===== src/rtl/plru_alloc_pkg.sv =====
// Shared types and helpers for the PLRU entry allocator.
// Holds the handshake FSM encoding and the index-width helper.
package plru_alloc_pkg;

    typedef enum logic {
        IDLE = 1'b0,
        RESP = 1'b1
    } state_e;

    // Width of an entry index; a single-entry structure still gets one bit.
    function automatic int idx_width(input int n);
        return (n > 1) ? $clog2(n) : 1;
    endfunction

endpackage


===== src/rtl/plru_alloc_decode.sv =====
// Combinational replacement decode: victim choice, eviction flag and the
// per-index tree update masks used for touches.
module plru_alloc_decode
    import plru_alloc_pkg::*;
#(
    parameter int ENTRIES = 16,
    localparam int IdxW = idx_width(ENTRIES),
    localparam int TreeW = ENTRIES - 1
) (
    input  logic [TreeW-1:0]                tree,
    input  logic [ENTRIES-1:0]              valid,
    output logic [IdxW-1:0]                 victim_idx,
    output logic                            evict,
    output logic [ENTRIES-1:0][TreeW-1:0]   touch_mask,
    output logic [ENTRIES-1:0][TreeW-1:0]   touch_val
);

    logic [IdxW-1:0] free_idx;
    logic [IdxW-1:0] plru_idx;

    // Scanning downward leaves the lowest invalid index as the final winner.
    always_comb begin : free_search
        free_idx = '0;
        for (int i = ENTRIES - 1; i >= 0; i--) begin
            if (((valid >> i) & ENTRIES'(1)) == '0) begin
                free_idx = IdxW'(i);
            end
        end
    end

    always_comb begin : plru_walk
        int node;
        logic dir;
        node     = 0;
        dir      = 1'b0;
        plru_idx = '0;
        for (int l = 0; l < IdxW; l++) begin
            dir      = ((tree >> node) & TreeW'(1)) != '0;
            plru_idx = (plru_idx << 1) | IdxW'(dir);
            node     = dir ? (2 * node + 2) : (2 * node + 1);
        end
    end

    assign evict      = &valid;
    assign victim_idx = evict ? plru_idx : free_idx;

    // Node visited at level l by index i is (2^l - 1) + (top l bits of i).
    for (genvar i = 0; i < ENTRIES; i++) begin : g_touch
        logic [TreeW-1:0] mask;
        logic [TreeW-1:0] val;

        always_comb begin
            mask = '0;
            val  = '0;
            for (int l = 0; l < IdxW; l++) begin
                mask = mask | (TreeW'(1) << ((1 << l) - 1 + (i >> (IdxW - l))));
                if (((i >> (IdxW - 1 - l)) & 1) == 0) begin
                    val = val | (TreeW'(1) << ((1 << l) - 1 + (i >> (IdxW - l))));
                end
            end
        end

        assign touch_mask[i] = mask;
        assign touch_val[i]  = val;
    end

endmodule


===== src/rtl/plru_alloc_ctrl.sv =====
// Entry allocator: owns valid bits and the PLRU tree, answers allocation
// requests over a valid/ready handshake and absorbs hit/invalidate/flush.
module plru_alloc_ctrl
    import plru_alloc_pkg::*;
#(
    parameter int ENTRIES = 16,
    localparam int IdxW = idx_width(ENTRIES)
) (
    input  logic                clk_i,
    input  logic                rst_ni,
    input  logic                flush_i,
    input  logic                hit_valid_i,
    input  logic [IdxW-1:0]     hit_idx_i,
    input  logic                inval_valid_i,
    input  logic [IdxW-1:0]     inval_idx_i,
    input  logic                alloc_req_valid_i,
    output logic                alloc_req_ready_o,
    output logic                alloc_rsp_valid_o,
    input  logic                alloc_rsp_ready_i,
    output logic [IdxW-1:0]     alloc_rsp_idx_o,
    output logic                alloc_rsp_evict_o,
    output logic [ENTRIES-1:0]  valid_o
);

    localparam int TreeW = ENTRIES - 1;

    state_e                        state_q, state_d;
    logic [TreeW-1:0]              tree_q, tree_d;
    logic [ENTRIES-1:0]            valid_q, valid_d;
    logic [IdxW-1:0]               rsp_idx_q;
    logic                          rsp_evict_q;

    logic [IdxW-1:0]               victim_idx;
    logic                          victim_evict;
    logic [ENTRIES-1:0][TreeW-1:0] touch_mask;
    logic [ENTRIES-1:0][TreeW-1:0] touch_val;

    logic                          accept;
    logic                          touch_en;
    logic [IdxW-1:0]               touch_idx;

    plru_alloc_decode #(
        .ENTRIES (ENTRIES)
    ) u_decode (
        .tree       (tree_q),
        .valid      (valid_q),
        .victim_idx (victim_idx),
        .evict      (victim_evict),
        .touch_mask (touch_mask),
        .touch_val  (touch_val)
    );

    always_comb begin : fsm_comb
        state_d           = state_q;
        alloc_req_ready_o = 1'b0;
        alloc_rsp_valid_o = 1'b0;
        accept            = 1'b0;
        unique case (state_q)
            IDLE: begin
                alloc_req_ready_o = !flush_i;
                accept            = alloc_req_valid_i && !flush_i;
                if (accept) begin
                    state_d = RESP;
                end
            end
            RESP: begin
                alloc_rsp_valid_o = 1'b1;
                if (alloc_rsp_ready_i) begin
                    state_d = IDLE;
                end
            end
            default: state_d = IDLE;
        endcase
    end

    // An accepted allocation owns the tree update; a concurrent hit is dropped.
    assign touch_en  = accept || hit_valid_i;
    assign touch_idx = accept ? victim_idx : hit_idx_i;

    always_comb begin : tree_next
        tree_d = tree_q;
        if (flush_i) begin
            tree_d = '0;
        end else if (touch_en) begin
            tree_d = (tree_q & ~touch_mask[touch_idx])
                   | (touch_val[touch_idx] & touch_mask[touch_idx]);
        end
    end

    // Set after clear so an allocation beats a same-index invalidate.
    always_comb begin : valid_next
        valid_d = valid_q;
        if (inval_valid_i) begin
            valid_d[inval_idx_i] = 1'b0;
        end
        if (accept) begin
            valid_d[victim_idx] = 1'b1;
        end
        if (flush_i) begin
            valid_d = '0;
        end
    end

    always_ff @(posedge clk_i) begin
        if (!rst_ni) begin
            state_q     <= IDLE;
            tree_q      <= '0;
            valid_q     <= '0;
            rsp_idx_q   <= '0;
            rsp_evict_q <= 1'b0;
        end else begin
            state_q <= state_d;
            tree_q  <= tree_d;
            valid_q <= valid_d;
            if (accept) begin
                rsp_idx_q   <= victim_idx;
                rsp_evict_q <= victim_evict;
            end
        end
    end

    assign alloc_rsp_idx_o   = rsp_idx_q;
    assign alloc_rsp_evict_o = rsp_evict_q;
    assign valid_o           = valid_q;

endmodule

===== config.mk =====
export PLATFORM = sky130hd
export DESIGN_NAME = plru_alloc_ctrl
export DESIGN_NICKNAME = d
export VERILOG_FILES = /design/src/rtl/plru_alloc_pkg.sv /design/src/rtl/plru_alloc_decode.sv /design/src/rtl/plru_alloc_ctrl.sv
export SDC_FILE = /design/constraint.sdc
export NUM_CORES = 1
export LEC_CHECK = 0
export ABC_AREA = 1
export CAP_MARGIN = 5
export CORE_MARGIN = 2
export CORE_UTILIZATION = 50
export DETAILED_ROUTE_END_ITERATION = 10
export PLACE_DENSITY = 0.87
export SYNTH_ARGS = -nofsm -noshare
export SYNTH_HDL_FRONTEND = slang
export SYNTH_SLANG_ARGS = --single-unit

===== constraint.sdc =====
create_clock -name clk_i -period 3 [get_ports clk_i]
set_input_delay 0.3 -clock clk_i [delete_from_list [all_inputs] [get_ports clk_i]]
set_output_delay 0.3 -clock clk_i [all_outputs]
set_load 0.005 [all_outputs]

==> metrics.yaml, run 1 <==
portBuffers: 37
place_congestion: 0.898
multi_input_area_um2: 1280
use_met2_pct: 37.4
worstSetupStartpointType: "register"
fmax_mhz: 370
hp-class: "register to register"
preCtsSetupSlack_ns: 0.258
setup_tns_ns: 0
drtIter0Drc: 166
tritoncts: "yes"
stdcell_area_um2: 2680
htree_levels: 2
layout-drive-gt1-share_pct: 16.7
cp_max_fo: 10
synth_cell_types: 29
wire_per_inst_um: 14.0
clock_sinks: 37
hold_start: "alloc_rsp_idx_o[0]$_SDFFE_PN0P_"
critPathKind: "register to register"
antenna_found_initial: 0
cts_buffers: 5
synth_cells: 304
die_x_um: 69.8
yosys_most_used_dff: "dfxtp_1"
dpl.hpwl_um: 4400
grt_pass1_wl_um: 9490
synth.avg_cell_area_um2: 7.12
regArea_um2: 741
totalWireLength_um: 5560
finalCritPeriodShare_pct: 90.0
syn2layout_area_growth_pct: 23.9
ant_nets: 0
cts_setup_buffers: 0
synth_warnings: 0
p_leak_nw: 0.978
worstMarginPinSlew_ns: 0.711
ys_ff_latch: 37
p_per_area_nw_per_um2: 381
cp-end-kind: "register"
io_pins: 38
grt_max_degree: 22
dpl_cell_area_um2: 2600
fp-row-count: 23
hold_viol_final: 0
synth_fp_nets: 320
grt_util_met1_pct: 31.9
slew_viol_final: 0
use_met3_pct: 4.36
drt_first_pass_iters: 5
die_h_um: 69.8
irDropWorstVdd_mv: 0.243
clk_pin_slew_worst_paths_ns: 0.07
initial_core_util_pct: 53.0
vias: 2241
synth_enable_flop_cells: 0
clockRootBuffer: "clkbuf_8"
gr-usage-all-layers_pct: 23.7
setup_viol_count_final: 0
period_minus_slack_ns: 2.70
ys_seq_area_share_pct: 34.2
layout.nets: 363
skew_ns: 0.00619
fillCellCount: 345
rsz0062_at_grt: "false"
max_slew_margin_pct: 52.5
synth-async-reset-ratio_pct: 0
setup_slack_ns: 0.300
core_um2: 4090
status: "finished, final reports clean"
grt_pass1_vias: 2102
cp-startpoint: "tree_q[0]$_SDFFE_PP0P_"
required_ns: 3.22
busiest_layer: "met2"
maxCapViolations: 0
r2r_start: "tree_q[0]$_SDFFE_PP0P_"
mappedNetlistArea_um2: 2170
diodes: 0
die_area_um2: 4870
clock_path_buffers: 2
grt_overflow: 0
clk_latency_ns: 0.29
crit_arrival_ns: 2.92
via_per_inst: 5.63
drc_errors: 0
## cells in the final DEF (no fill, tap or decap), types with 5 or more instances in the layout
cell type        instances
nor2_1                  15
a21oi_2                  8
clkdlybuf4s50_1         37
nor2_2                   5
nand4_1                 11
a21oi_1                 26
nand2_2                 14
inv_1                   26
nand3_1                 37
nand2_1                 57
o21ai_0                 26
dfxtp_1                 37
clkbuf_8                 5
inv_2                   10
## per-stage QoR
step / hold WS (ns) / std cells / util (%) / total power, mW
3_3_place_gp: 0.451 / 390 / 63.7 / 0.700
5_1_grt: 0.490 / 398 / 65.6 / 1.07
4_1_cts: 0.476 / 398 / 65.6 / 1.02
3_5_place_dp: 0.463 / 390 / 63.7 / 0.702
2_1_floorplan: 0.438 / 304 / - / 0.645
6_report: 0.475 / 398 / 65.6 / 1.02
## synthesized netlist by cell type, drive strengths merged, types with 2 or more instances
cell type / instances / area [um^2]
clkbuf: 3 / 11.3
nand4: 11 / 68.8
nand2: 78 / 407
dfxtp: 37 / 741
nor2: 20 / 87.6
o21ai: 28 / 155
a211oi: 4 / 30.0
o31ai: 4 / 30.0
inv: 35 / 131
nor3: 2 / 10.0
nand3: 41 / 240
a21oi: 34 / 200
## final timing paths
path                                                   endpoint  slack, ns  cells past startpoint
worst max-delay path                                   register       0.30                     14
worst min-delay path            alloc_rsp_idx_o[0]$_SDFFE_PN0P_       0.47                      2
worst max register to register                         register       0.30                     14
worst min register to register  alloc_rsp_idx_o[0]$_SDFFE_PN0P_       0.47                      2
## per-layer routing
| metal | vias up | share of wire [%] |
|---|---|---|
| li1 | 1115 | - |
| met2 | 78 | 46 |
| met3 | 13 | 5.9 |
| met5 | - | 0 |
| met4 | 0 | 2.0 |
| met1 | 1035 | 46 |
## layout make-up
class	count	share of cell area [%]
Multi-Input combinational cell	228	47.7
Timing Repair Buffer	39	14.4
Tap cell	50	2.33
Inverter	36	5.04
Clock buffer	8	2.99
Sequential cell	37	27.6
## kinds of logic (layout without fill, tap and decap cells)
logic type	count (synthesis)	count (layout)	share of synthesized area [%]
flops	37	37	34.2
xor+xnor	1	1	0.404
compound gates	73	73	20.2
fa+ha+maj	1	1	0.578
buf+inv	39	83	6.76
simple gates	153	153	37.8
## critical path, stage by stage, from the launching register on
cell	delay, ns
dfxtp_1	0.41
inv_2	0.12
nand2_2	0.13
nand2_4	0.10
ha_1	0.39
nand3_1	0.18
nand3_4	0.17
nand2_4	0.11
o21ai_4	0.27
nand2_2	0.12
nand2_2	0.13
inv_2	0.08
nor2_2	0.15
o21ai_0	0.16
a21oi_2	0.13
## power by group
group	switching, mW	internal [mW]	total, mW
clock network	0.165	0.165	0.330
registers	0.00716	0.499	0.507
logic	0.118	0.0686	0.186
## what timing repair did
action | CTS | global route
resized for setup | 0 | 1
endpoints found under the setup margin | 0 | 16
hold buffers | 0 | 0
No activity file was read; power rests on OpenSTA's default activity.
==> inputs of run 2 (changes only) <==
CORE_ASPECT_RATIO = 1.1   (was unset)
CTS_BUF_LIST = sky130_fd_sc_hd__clkbuf_16   (was unset)
==> run 2 against run 1 <==
Combinational power barely moved. Core utilization rose by 0.28 points. Routed wire length rose by 0.63%. Clock-buffer cell count fell by 3. Clock skew rose by 0.0036 ns. Sequential power barely moved. Sequential share of layout area fell by 1.0 points. Hold slack got worse by 0.0065 ns. Setup slack improved by 0.038 ns.
==> metrics.yaml, run 2 (same netlist as run 1, synthesis figures left out) <==
clock_path_buffers: 2  # unchanged
crit_buf_inv: 2  # unchanged
max_stage_delay_ns: 0.43  # +0.02 ns
clockRootBuffer: "clkbuf_16"
maxCapViolations: 0  # unchanged
cp_max_fo: 9  # -1
grt_max_degree: 22  # unchanged
cts_hold_buf: 0  # unchanged
hold_viol_final: 0  # unchanged
p_per_area_nw_per_um2: 467  # +22%
diodes: 0  # unchanged
fmax_mhz: 376  # +1.4%
required_ns: 3.17  # -0.05 ns
grt_util_met1_pct: 28.6  # -3.3 points
syn2layout_area_growth_pct: 28.5
initial_core_util_pct: 51.3  # -1.7 points
use_met2_pct: 44.0  # +6.6 points
max_slew_margin_pct: 53.9  # +1.4 points
layout_commonest_cell: "nand2_1"
dpl.hpwl_um: 4230  # -3.7%
tritoncts: "yes"
fillCellCount: 344  # -0.29%
grt_pass1_wl_um: 9210  # -2.9%
ant_nets: 0  # unchanged
p_total_mw: 1.30  # +27%
clk_latency_ns: 0.29  # about the same
finalCritPeriodShare_pct: 88.7  # -1.3 points
die_h_um: 73.0  # +4.6%
io_pins: 38  # unchanged
path_delay_family: "simple AND/OR/NAND/NOR gates"
drtIter0Drc: 117  # -30%
antenna_found_initial: 0  # unchanged
use_met3_pct: 4.01  # -0.35 points
cts_buffers: 5  # unchanged
crit_arrival_ns: 2.83  # -0.09 ns
worstMarginPinSlew_ns: 0.690  # -0.0208 ns
skew_ns: 0.00974  # +0.00355 ns
worstSetupStartpointType: "register"
grt_pass1_vias: 2077  # -1.2%
critPathSlowestCell: "dfxtp_1"
fp-row-count: 25  # +8.7%
core_um2: 4220  # +3.3%
gr-usage-all-layers_pct: 24.7  # +0.92 points
vias: 2271  # +1.3%
rsz0062_at_grt: "false"
grt_overflow: 0  # unchanged
die_area_um2: 4870  # about the same
setup_tns_ns: 0  # unchanged
status: "finished, final reports clean"
period_minus_slack_ns: 2.66  # -0.0378 ns
drc_errors: 0  # unchanged
mostFrequentLayoutCells: "57 x nand2_1, 37 x nand3_1, 37 x dfxtp_1, 37 x clkdlybuf4s50_1"
wire_per_inst_um: 13.9  # -0.62%
hp-class: "register to register"
drt_first_pass_iters: 5  # unchanged
irDropWorstVdd_mv: 0.375  # +54%
stdcell_count: 403  # +1.3%
clock_sinks: 37  # unchanged
via_per_inst: 5.64  # about the same
p_leak_nw: 1.03  # +5.1%
critPathKind: "register to register"
portBuffers: 37  # unchanged
die_x_um: 66.8  # -4.4%
layout-drive-gt1-share_pct: 17.8  # +1.1 points
busiest_layer: "met2"
place_congestion: 0.898  # about the same
totalWireLength_um: 5600  # +0.63%
placed_cells: 395  # +1.3%
htree_levels: 2  # unchanged
slew_viol_final: 0  # unchanged
layout.nets: 364  # +0.28%
setup_viol_count_final: 0  # unchanged
crit_path_cell_trace: "inv_2, nand2_2, nand2_4, ha_1, inv_2, nand3_2, nand3_4, nand3_1, nand2_2, nand2_1, nand3_1, nand3_2, nand2_2, nand2_4, nand2_8, nand2_8, nand2_8, a21oi_2"
cp-end-kind: "register"
clk_pin_slew_worst_paths_ns: 0.06  # about the same
==> run 2: stage by stage <==
stage	setup WS, ns	hold WS [ns]	instance area, um^2	utilization [%]
final	0.338	0.468	2780	65.9
after global routing	0.129	0.476	2780	65.9
after CTS	0.251	0.467	2780	65.9
after detailed placement	0.280	0.459	2620	61.9
after global placement	0.397	0.457	2620	61.9
after floorplan	0.562	0.438	2170	-
==> run 2: what timing repair did <==
item                       4_1_cts  5_1_grt
setup endpoints to repair        0        1
setup buffers                    0        0
gates resized for setup          0        1
==> run 2: report_power, final <==
part / internal, mW / switching, mW
clock: 0.393 / 0.213
combinational: 0.0687 / 0.117
sequential: 0.500 / 0.00694
total: 0.962 / 0.338
==> run 2: path summary, 6_finish.rpt <==
| path | start | endpoint | slack, ns | cells after the start |
|---|---|---|---|---|
| setup / recovery | tree_q[0]$_SDFFE_PP0P_ | register | 0.34 | 18 |
| hold / removal | alloc_rsp_idx_o[2]$_SDFFE_PN0P_ | alloc_rsp_idx_o[2]$_SDFFE_PN0P_ | 0.47 | 2 |
| setup reg to reg | tree_q[0]$_SDFFE_PP0P_ | register | 0.34 | 18 |
| hold reg to reg | alloc_rsp_idx_o[2]$_SDFFE_PN0P_ | alloc_rsp_idx_o[2]$_SDFFE_PN0P_ | 0.47 | 2 |
==> run 2: per-layer routing <==
layer / wire length (um) / vias up
met5: 0 / -
met4: 171 / 0
met3: 302 / 17
met2: 2850 / 85
met1: 2280 / 1039
li1: - / 1130
==> run 2: final cells by class <==
cell class                      count  area, um^2  share of cell area [%]
Multi-Input combinational cell    228        1280                    45.9
Sequential cell                    37         741                    26.6
Timing Repair Buffer               40         393                    14.1
Inverter                           36         135                    4.85
Clock buffer                        5         125                    4.49
Tap cell                           54        67.6                    2.43
Clock inverter                      3        43.8                    1.57
==> run 2: tightest hold or removal path, stage by stage (launching register included) <==
cell,delay [ns]
dfxtp_1,0.31
nand2_1,0.06
a21oi_1,0.06
==> inputs of run 3 (changes only) <==
CORE_UTILIZATION = 51   (was 50)
PLACE_DENSITY = 0.89   (was 0.87)
clock period = 2.8 ns   (was 3 ns; I/O delays follow)
==> run 3 against run 2 <==
Global-route usage fell by 0.091 points. Clock-buffer cell count did not move. Combinational power rose by 9.7%. Via count rose by 1.8%. Critical path type unchanged.
==> metrics.yaml, run 3 (same netlist as run 1, synthesis figures left out) <==
ant_nets: 0  # unchanged
gr-usage-all-layers_pct: 24.6  # -0.091 points
path_delay_family: "simple AND/OR/NAND/NOR gates"
layout_commonest_cell: "nand2_1"
irDropWorstVdd_mv: 0.374  # about the same
syn2layout_area_growth_pct: 27.5
clk_latency_ns: 0.28  # about the same
layout.nets: 364  # unchanged
dpl.hpwl_um: 4230  # -0.11%
r2r_slack_ns: 0.25  # -0.08 ns
grt_pass1_vias: 2062  # -0.72%
p_seq_share_pct: 42.5  # +3.5 points
critPathKind: "register to register"
crit_buf_inv: 2  # unchanged
cp_max_fo: 9  # unchanged
p_comb_share_pct: 16.0  # +1.7 points
cp-end-kind: "register"
drtIter0Drc: 171  # +46%
p_int_uw: 933  # -3.0%
hold_slack_ns: 0.470  # +0.00206 ns
critPathSlowestCell: "ha_2"
fmax_mhz: 393  # +4.6%
clock_sinks: 37  # unchanged
via_per_inst: 5.77  # +2.3%
cts_hold_buf: 0  # unchanged
clkPwrFrac_pct: 41.5  # -5.2 points
clock_path_buffers: 2  # unchanged
grt_overflow: 0  # unchanged
diodes: 0  # unchanged
fp-row-count: 24  # -4.0%
setup_tns_ns: 0  # unchanged
rsz0062_at_grt: "false"
grt_max_degree: 22  # unchanged
crit_path_cell_trace: "inv_2, nand2_2, nand2_4, ha_2, inv_2, nand2_2, nand3_4, nand2_4, nand2_1, nand2_1, nand2_1, nand3_1, nand3_1, nand2_2, nand2_4, nand2_8, nand3_1, a21oi_1"
switchingPower_uw: 345  # +2.1%
wire_per_inst_um: 14.3  # +3.0%
fillCellCount: 324  # -5.8%
placed_cells: 393  # -0.51%
drc_errors: 0  # unchanged
maxCapViolations: 0  # unchanged
worstMarginPinSlew_ns: 0.702  # +0.0112 ns
skew_ns: 0.00280  # -0.00694 ns
vias: 2312  # +1.8%
slew_viol_final: 0  # unchanged
setup_slack_ns: 0.255  # -0.0834 ns
die_h_um: 72.3  # -0.93%
preCtsSetupSlack_ns: 0.0846  # -0.196 ns
p_per_area_nw_per_um2: 463  # -0.85%
hp-class: "register to register"
finalCritPeriodShare_pct: 90.9  # +2.2 points
grt_pass1_wl_um: 9200  # -0.15%
totalWireLength_um: 5740  # +2.5%
io_pins: 38  # unchanged
cts_buffers: 5  # unchanged
tritoncts: "yes"
mostFrequentLayoutCells: "57 x nand2_1, 37 x clkdlybuf4s50_1, 36 x nand3_1, 36 x dfxtp_1, 28 x inv_1"
max_slew_margin_pct: 53.2  # -0.75 points
sw_frac_of_total_pct: 27.0  # +0.99 points
clockRootBuffer: "clkbuf_16"
die_area_um2: 4780  # -1.8%
place_congestion: 0.892  # -0.59%
hold_viol_final: 0  # unchanged
drt_first_pass_iters: 5  # unchanged
max_stage_delay_ns: 0.40  # -0.03 ns
worstSetupStartpointType: "register"
p_leak_nw: 1.02  # -1.2%
stdcell_count: 401  # -0.50%
antenna_found_initial: 0  # unchanged
htree_levels: 2  # unchanged
crit_arrival_ns: 2.74  # -0.09 ns
cts_setup_buffers: 0  # unchanged
required_ns: 2.99  # -0.18 ns
portBuffers: 37  # unchanged
die_x_um: 66.1  # -0.92%
initial_core_util_pct: 53.8  # +2.5 points
setup_viol_count_final: 0  # unchanged
period_minus_slack_ns: 2.55  # -0.117 ns
core_um2: 4020  # -4.7%
layout-drive-gt1-share_pct: 18.1  # +0.29 points
clk_pin_slew_worst_paths_ns: 0.06  # about the same
status: "finished, final reports clean"
[run 3: cell types whose count changed in the layout (fill, tap and decap cells not counted)]
cell	before	now
inv_6	1	0
ha_2	0	1
inv_1	26	28
ha_1	1	0
nand3_1	37	36
clkinvlp_4	0	1
dfxtp_2	0	1
nand3_2	2	3
dfxtp_1	37	36
clkinv_2	1	0
bufinv_16	1	0
[run 3: power groups by stage]
stage / registers, mW / logic, mW / clock network (mW)
final: 0.543 / 0.204 / 0.531
after global routing: 0.544 / 0.221 / 0.556
after CTS: 0.543 / 0.199 / 0.534
after detailed placement: 0.554 / 0.197 / 0
after global placement: 0.554 / 0.193 / 0
after floorplan: 0.552 / 0.139 / 0
[run 3: final timing paths]
path | to | startpoint | depth (start not counted)
worst min-delay path | alloc_rsp_idx_o[3]$_SDFFE_PN0P_ | alloc_rsp_idx_o[3]$_SDFFE_PN0P_ | 2
worst max-delay path | valid_o[9]$_SDFF_PP0_ | tree_q[0]$_SDFFE_PP0P_ | 18
worst max register to register | valid_o[9]$_SDFF_PP0_ | tree_q[0]$_SDFFE_PP0P_ | 18
worst min register to register | alloc_rsp_idx_o[3]$_SDFFE_PN0P_ | alloc_rsp_idx_o[3]$_SDFFE_PN0P_ | 2
[run 3: metrics by stage]
stage          utilization [%]  power [mW]  area, um^2
2_1_floorplan                -       0.692        2170
3_3_place_gp              64.9       0.746        2610
3_5_place_dp              64.9       0.751        2610
4_1_cts                   68.4        1.28        2750
5_1_grt                   68.6        1.32        2760
6_report                  68.6        1.28        2760
[run 3: layout make-up]
class                           instances  area (um^2)  area share (%)
Multi-Input combinational cell        228         1290            46.6
Sequential cell                        37          742            26.9
Timing Repair Buffer                   40          393            14.2
Inverter                               36          135            4.89
Clock buffer                            5          125            4.53
Tap cell                               52         65.1            2.36
Clock inverter                          3         15.0           0.544
[run 3: repair_timing]
action / 4_1_cts / 5_1_grt
setup endpoints to repair: 0 / 25
gates resized for setup: 0 / 4
endpoints found under the hold margin: 0 / 0
[run 3: layer usage]
layer	track usage, %	share of wire (%)
met2	39.9	48
met3	4.19	8.7
met4	10.4	2.6
met5	0	0
met1	32.1	41
[run 3: tightest hold or removal path: stages (launching register included)]
cell and delay [ns]:
dfxtp_1 0.31, nand2_1 0.06, a21oi_1 0.05
